`src/rtl/uart_pkt_parser.sv`:
```
// uart_pkt_parser: parses SYNC,CMD,LEN,payload,CHK frames from a UART byte stream.
module uart_pkt_parser #(
  parameter int       TIMEOUT = 100000,
  parameter bit [7:0] SYNC    = 8'hA5
) (
  input  logic        i_Clk,
  input  logic        i_Rst,
  input  logic        i_fDone,
  input  logic [7:0]  i_Data,
  output logic        o_fValid,
  output logic [7:0]  o_Cmd,
  output logic [3:0]  o_Len,
  output logic [63:0] o_Payload,
  output logic        o_fErr,
  output logic [1:0]  o_ErrCode
);
  localparam int IW = $clog2(TIMEOUT + 1);
  typedef enum logic [2:0] {IDLE, CMD, LEN, PAY, CHK} state_t;
  state_t state, state_n;
  logic [IW-1:0] idle;
  logic [2:0]    cnt;
  logic [3:0]    len_w;
  logic [7:0]    cmd_w, x;
  logic [63:0]   pay_w;
  logic          ok_n, err_n;
  logic [1:0]    code_n;
  always_ff @(posedge i_Clk or negedge i_Rst)
    if (!i_Rst) state <= IDLE;
    else state <= state_n;
  always_comb begin
    state_n = state;
    ok_n    = 1'b0;
    err_n   = 1'b0;
    code_n  = o_ErrCode;
    if (i_fDone)
      case (state)
        IDLE: state_n = (i_Data == SYNC) ? CMD : IDLE;
        CMD:  state_n = LEN;
        LEN: begin
          state_n = (i_Data > 8'd8) ? IDLE : (i_Data == 8'd0) ? CHK : PAY;
          err_n   = i_Data > 8'd8;
          code_n  = (i_Data > 8'd8) ? 2'd2 : o_ErrCode;
        end
        PAY:  state_n = ({1'b0, cnt} == len_w - 4'd1) ? CHK : PAY;
        CHK: begin
          state_n = IDLE;
          ok_n    = i_Data == x;
          err_n   = i_Data != x;
          code_n  = (i_Data != x) ? 2'd1 : o_ErrCode;
        end
        default: state_n = IDLE;
      endcase
    else if (state != IDLE && idle == IW'(TIMEOUT - 1)) begin
      state_n = IDLE;
      err_n   = 1'b1;
      code_n  = 2'd3;
    end
  end
  always_ff @(posedge i_Clk or negedge i_Rst)
    if (!i_Rst) begin
      idle      <= '0;
      cnt       <= '0;
      len_w     <= '0;
      cmd_w     <= '0;
      x         <= '0;
      pay_w     <= '0;
      o_fValid  <= 1'b0;
      o_fErr    <= 1'b0;
      o_ErrCode <= '0;
      o_Cmd     <= '0;
      o_Len     <= '0;
      o_Payload <= '0;
    end else begin
      o_fValid  <= ok_n;
      o_fErr    <= err_n;
      o_ErrCode <= code_n;
      idle      <= (i_fDone || state_n == IDLE) ? '0 : idle + 1'b1;
      if (i_fDone)
        case (state)
          IDLE: if (i_Data == SYNC) pay_w <= '0;
          CMD: begin
            cmd_w <= i_Data;
            x     <= i_Data;
          end
          LEN: begin
            len_w <= i_Data[3:0];
            x     <= x ^ i_Data;
            cnt   <= '0;
          end
          PAY: begin
            pay_w[{cnt, 3'b000} +: 8] <= i_Data;
            x   <= x ^ i_Data;
            cnt <= cnt + 1'b1;
          end
          default: ;
        endcase
      if (ok_n) begin
        o_Cmd     <= cmd_w;
        o_Len     <= len_w;
        o_Payload <= pay_w;
      end
    end
endmodule

```
`config.mk`:
```
export PLATFORM = sky130hd
export DESIGN_NAME = uart_pkt_parser
export DESIGN_NICKNAME = d
export VERILOG_FILES = /design/src/rtl/uart_pkt_parser.sv
export SDC_FILE = /design/constraint.sdc
export NUM_CORES = 1
export LEC_CHECK = 0
export CORE_MARGIN = 5
export CORE_UTILIZATION = 60
export DETAILED_ROUTE_END_ITERATION = 8
export PLACE_DENSITY = 0.85
export SYNTH_ARGS = -nofsm -noshare
export SYNTH_HDL_FRONTEND = slang
export SYNTH_SLANG_ARGS = --single-unit
```
`constraint.sdc`:
```
create_clock -name i_Clk -period 7.1 [get_ports i_Clk]
set_input_delay 1.42 -clock i_Clk [delete_from_list [all_inputs] [get_ports i_Clk]]
set_output_delay 1.42 -clock i_Clk [all_outputs]
set_load 0.02 [all_outputs]
```
Word-level counts from Yosys, hierarchy flattened
Index checks and enable logic that the tools add are counted.
{ "word_totals": {"regBits": 187, "inputBits": 11, "elab_cells": 74} }
{ "classes": {"n_shift": 2, "bitwise_logic": 1, "n_eq_ne": 13, "reduce_logical": 17, "muxes": 23, "magnitude_cmp": 1, "addsub": 4} }
{ "op_table": {"columns": ["op", "count"], "rows": [
  ["64-bit one-hot mux with 2 select lines", 1],
  ["64-bit bitwise mux", 1],
  ["64-bit two-way mux", 1],
  ["8-bit by 8-bit variable shift with 64-bit output (first input constant)", 1],
  ["8-bit by 8-bit variable part select with 64-bit output", 1],
  ["17-bit by 1-bit adder with 17-bit output (second input constant)", 1],
  ["17-bit == test (second input constant)", 1],
  ["17-bit two-way mux", 1],
  ["8-bit one-hot mux with 2 select lines", 1],
  ["3-bit two-way mux", 5],
  ["3-bit one-hot mux with 4 select lines", 1],
  ["8-bit == test", 1],
  ["8-bit == test (second input constant)", 1],
  ["8-bit by 4-bit > comparator with 1-bit output (second input constant)", 1],
  ["8-bit logical NOT", 1],
  ["2-bit two-way mux", 4],
  ["8-bit inequality test", 1],
  ["6-bit negation with 8-bit output", 1],
  ["2-bit AND reduction", 4],
  ["2-bit nonzero test", 4],
  ["8-bit bitwise XOR", 1],
  ["3-bit by 2-bit == test with 1-bit output (second input constant)", 2],
  ["3-bit logical NOT", 2],
  ["3-bit inequality test (second input constant)", 2],
  ["17 further kinds", 21]
]} }

Logic depth before layout (Yosys ltp)
{ "depth": {"ltp_word": 8, "mapped_depth": 10, "mapped_depth_nobuf": 8} }

Least setup slack after synthesis
Ideal clock, no wire load.
{ "synth_timing": {"kind": "input-to-reg", "from": "input port i_Data[4]", "to": "register o_Len[0]", "stages": 9, "required_ns": 6.975, "path_slack_ns": 3.966, "t_arrival_ns": 3.009, "n_path_buf": 4, "path_cell_list": "buf_6 -> xor2_1 -> nor4_1 -> nand2_1 -> or2_1 -> clkbuf_1 -> buf_6 -> buf_6 -> mux2_4"} }
{ "synth_via": {"elab_chain_cells": 3} }
{ "synth_lines": {"columns": ["item", "line_no", "text"], "rows": [
  ["from (decl)", "9", "input logic [7:0] i_Data,"],
  ["8-bit == test", "47", "ok_n = i_Data == x;"],
  ["1-bit two-way mux", "36", "case (state)"],
  ["1-bit two-way mux", "35", "if (i_fDone)"],
  ["to (signal assigned)", "99", "o_Len <= len_w;"],
  ["to (decl)", "12", "output logic [3:0] o_Len,"]
]} }
No other way between the ends.
A chain may end at the register's enable or synchronous reset.

Worst setup path after layout
{ "layout_timing": {"from": "input port i_Data[2]", "to": "register o_Payload[49]"} }
{ "layout_via": {"elab_chain_cells": 3} }
{ "layout_lines": {"columns": ["item", "line_no", "text"], "rows": [
  ["8-bit == test", "47", null],
  ["1-bit two-way mux", "36", null],
  ["1-bit two-way mux", "35", null],
  ["to (signal assigned)", "100", "o_Payload <= pay_w;"],
  ["to (decl)", "13", "output logic [63:0] o_Payload,"]
]} }
No other way between the ends.

==> run metrics <==
Bufs and invs on worst path=2; top-area cell type share of the netlist area=59.4%; dpl ws=2690 ps; Slew @ Worst Pin=1320 ps; Hold Violations, Final=0; Worst Hold Path EP=pay_w[38]$_DFFE_PN0P_; Clock Latency Late Sink=420 ps; status=completed; die span in y=125 um; share of cells above drive strength 1=16.6%; Syn. warnings=0; Filler cells=835; hpwl dp=12.0 mm; Pleak=4.36 nW; Unique masters post-synth=47; minimum clock period=4020 ps; Final GP Congestion=0.873; grt met1 use=28.4%; initial antenna violation count=0; slowest stage delay, CP=730 ps; Via density=5.86; Synthesized Nets=658; Power per Cell Area=249 nW/um2; core area=12700 um2; number of enable flip-flop cells after synthesis=0; Post-synth top flop=dfrtp_1; R2R Setup Slk=3790 ps; Hold Path Class=register to register; Hold Startpoint=pay_w[38]$_DFFE_PN0P_; Critical Path Sink Type=register; post-CTS setup buffer count=0; Hold Path Depth=2; met2 Resource Use GR=38.9%; aggregate global routing overflow=0; cts bufs inserted=17; first-pass GRT wire length=28.5 mm; # IOs=91; fin worst setup slack=3080 ps; setup_tns=0 ps; Slew Viols, Final=0; crit-path cells=clkdlybuf4s50_1 > xor2_1 > nor4_1 > nand2_1 > or2_4 > buf_4 > mux2_4; clock tree buffer depth=2; Diodes inserted=0; Synth area leaders=dfrtp_1 59%, mux2_2 8.0%, mux2_4 5.5%, nand2_1 4.0%, a22o_1 2.8%; Post-DRT Antenna Nets=0; Worst VDD drop=0.180 mV; Final setup violation count=0; worst r2r src=cnt[0]$_DFFE_PN0P_; sequential area share after synthesis=59.4%; CP arrival=4320 ps; synthesis-to-finish area growth=19.6%; vias in the first global route=5559; clock sink total=187; largest net degree at the start of global routing=107; FF+latch count, synth=187; Worst Clk Skew=5.82 ps; die area=15500 um2; CP max stage cell=clkdlybuf4s50_1; Pwr Total=2.35 mW; Slew HR=11.4%; fmax=249 MHz; layer carrying the most global-route usage=met2; CP Launch Type=input pin; Post-CTS Resized=0; # DRC=0; Worst path top cell family by delay=buffers and inverters; largest area contributor in the netlist=dfrtp_1; WP data required=7400 ps; period utilization=56.6%; Synth async-reset ratio=100%; Critical R2R Capture=pay_w[34]$_DFFE_PN0P_; # nets final=739; CTS tree=yes; Rows=41; initial core utilization=61.9%; synthesized area=7880 um2; Post-Syn Instances=640; RSZ-0062 raised after global routing=no; 1st-iter DRT viols=512; wire per inst=18.9 um; global router's overall resource usage=22.8%; Vias=5309; worst reg2reg path depth=8; Max-Cap Viols=0; worst-path fanout max=43; CTS Hold Bufs=0; final wirelength=17.1 mm; 1st-pass router iterations=6; port bufs=90; CTS clk-pin slew, worst paths=60 ps; met3 usage=5.57%; Mapped Avg Cell Area=12.3 um2; die width=125 um; htree depth=4; CP Class=input pin to register; Root Driver=clkbuf_16
==> metrics by stage <==
step	utilization (%)	instances	cell area (um2)	hold slack, ps
final	74.1	906	9430	473
after global routing	74.1	906	9430	500
after CTS	74.1	906	9430	483
after detailed placement	69.6	874	8860	469
after global placement	69.6	874	8860	464
after floorplan	-	640	7880	435
==> sequential cells by signal, indices dropped and copies added, names as in the netlist <==
name and cells:
cnt 3, o_fValid 1, o_Len 4, cmd_w 8, idle 17, o_Payload 64, o_ErrCode 2, len_w 4
o_Cmd 8, state 3, x 8, o_fErr 1, pay_w 64
==> cell usage in the layout, fill, tap and decap left out, drive strengths merged, types with 14 or more instances in the layout <==
cell type | Yosys | layout
dfrtp | 187 | 187
xor2 | 24 | 24
o21ai | 43 | 43
a22o | 25 | 25
mux2 | 85 | 85
nand3 | 15 | 15
nor3 | 14 | 14
nor2 | 39 | 39
nand2 | 83 | 83
clkdlybuf4s50 | 0 | 89
clkbuf | 19 | 22
==> report_power, final <==
group	switching (mW)	internal [mW]
sequential	0.0629	1.13
clock	0.379	0.529
combinational	0.149	0.0991
total	0.591	1.75
==> per-layer routing <==
layer	wire, um	up-vias
li1	-	2410
met1	6800	2659
met2	8890	208
met3	1090	32
met4	353	0
met5	0	-
==> how the worst max path moves through the flow <==
stage | start | slack, ps | cells past startpoint | end
detailed placement | i_Data[2] | 2690 | 7 | o_Cmd[4]$_DFFE_PN0P_
floorplan | i_Data[4] | 3970 | 9 | o_Len[0]$_DFFE_PN0P_
global placement | i_Data[2] | 2750 | 7 | o_Payload[45]$_DFFE_PN0P_
CTS | i_Data[2] | 3080 | 7 | o_Cmd[4]$_DFFE_PN0P_
finish | i_Data[2] | 3080 | 7 | o_Payload[49]$_DFFE_PN0P_
global route | i_Data[2] | 2910 | 7 | o_Cmd[4]$_DFFE_PN0P_
==> Yosys cell counts (6+ instances only) <==
cell type  number
ha_1            7
o21ai_0        35
mux2_2         56
buf_2           6
o21ai_1         8
xor2_1         24
a22o_1         25
mux2_4         29
a32o_1          7
nor2_1         39
nor3_1         13
inv_1          11
dfrtp_1       187
nand2_1        83
nor4_1          6
and3_1          6
nand4_1         7
clkbuf_1       19
xnor2_1        10
nand3_1        15
==> worst min-delay path: cells and delay by family, from the launching register on <==
family           cells  cell delay, ps
flip-flops           1             340
AND/OR/NAND/NOR      2             100
==> final cells by class <==
| type | instances | area, um2 | area share, % |
|---|---|---|---|
| flip-flops and latches | 187 | 4680 | 49.6 |
| multi-input cells | 412 | 3000 | 31.9 |
| repair buffers | 92 | 917 | 9.73 |
| clock buffers | 22 | 454 | 4.82 |
| well taps | 172 | 215 | 2.28 |
| clock inverters | 10 | 116 | 1.23 |
| inverters | 11 | 41.3 | 0.438 |
==> cell families after synthesis <==
| group | Yosys count | synth area share [%] |
|---|---|---|
| compound gates | 93 | 8.13 |
| xor+xnor | 34 | 3.78 |
| fa+ha+maj | 7 | 1.11 |
| buf+inv | 41 | 2.53 |
| flops | 187 | 59.4 |
| mux | 85 | 13.5 |
| simple gates | 193 | 11.5 |
(Power assumes the default switching activity.)
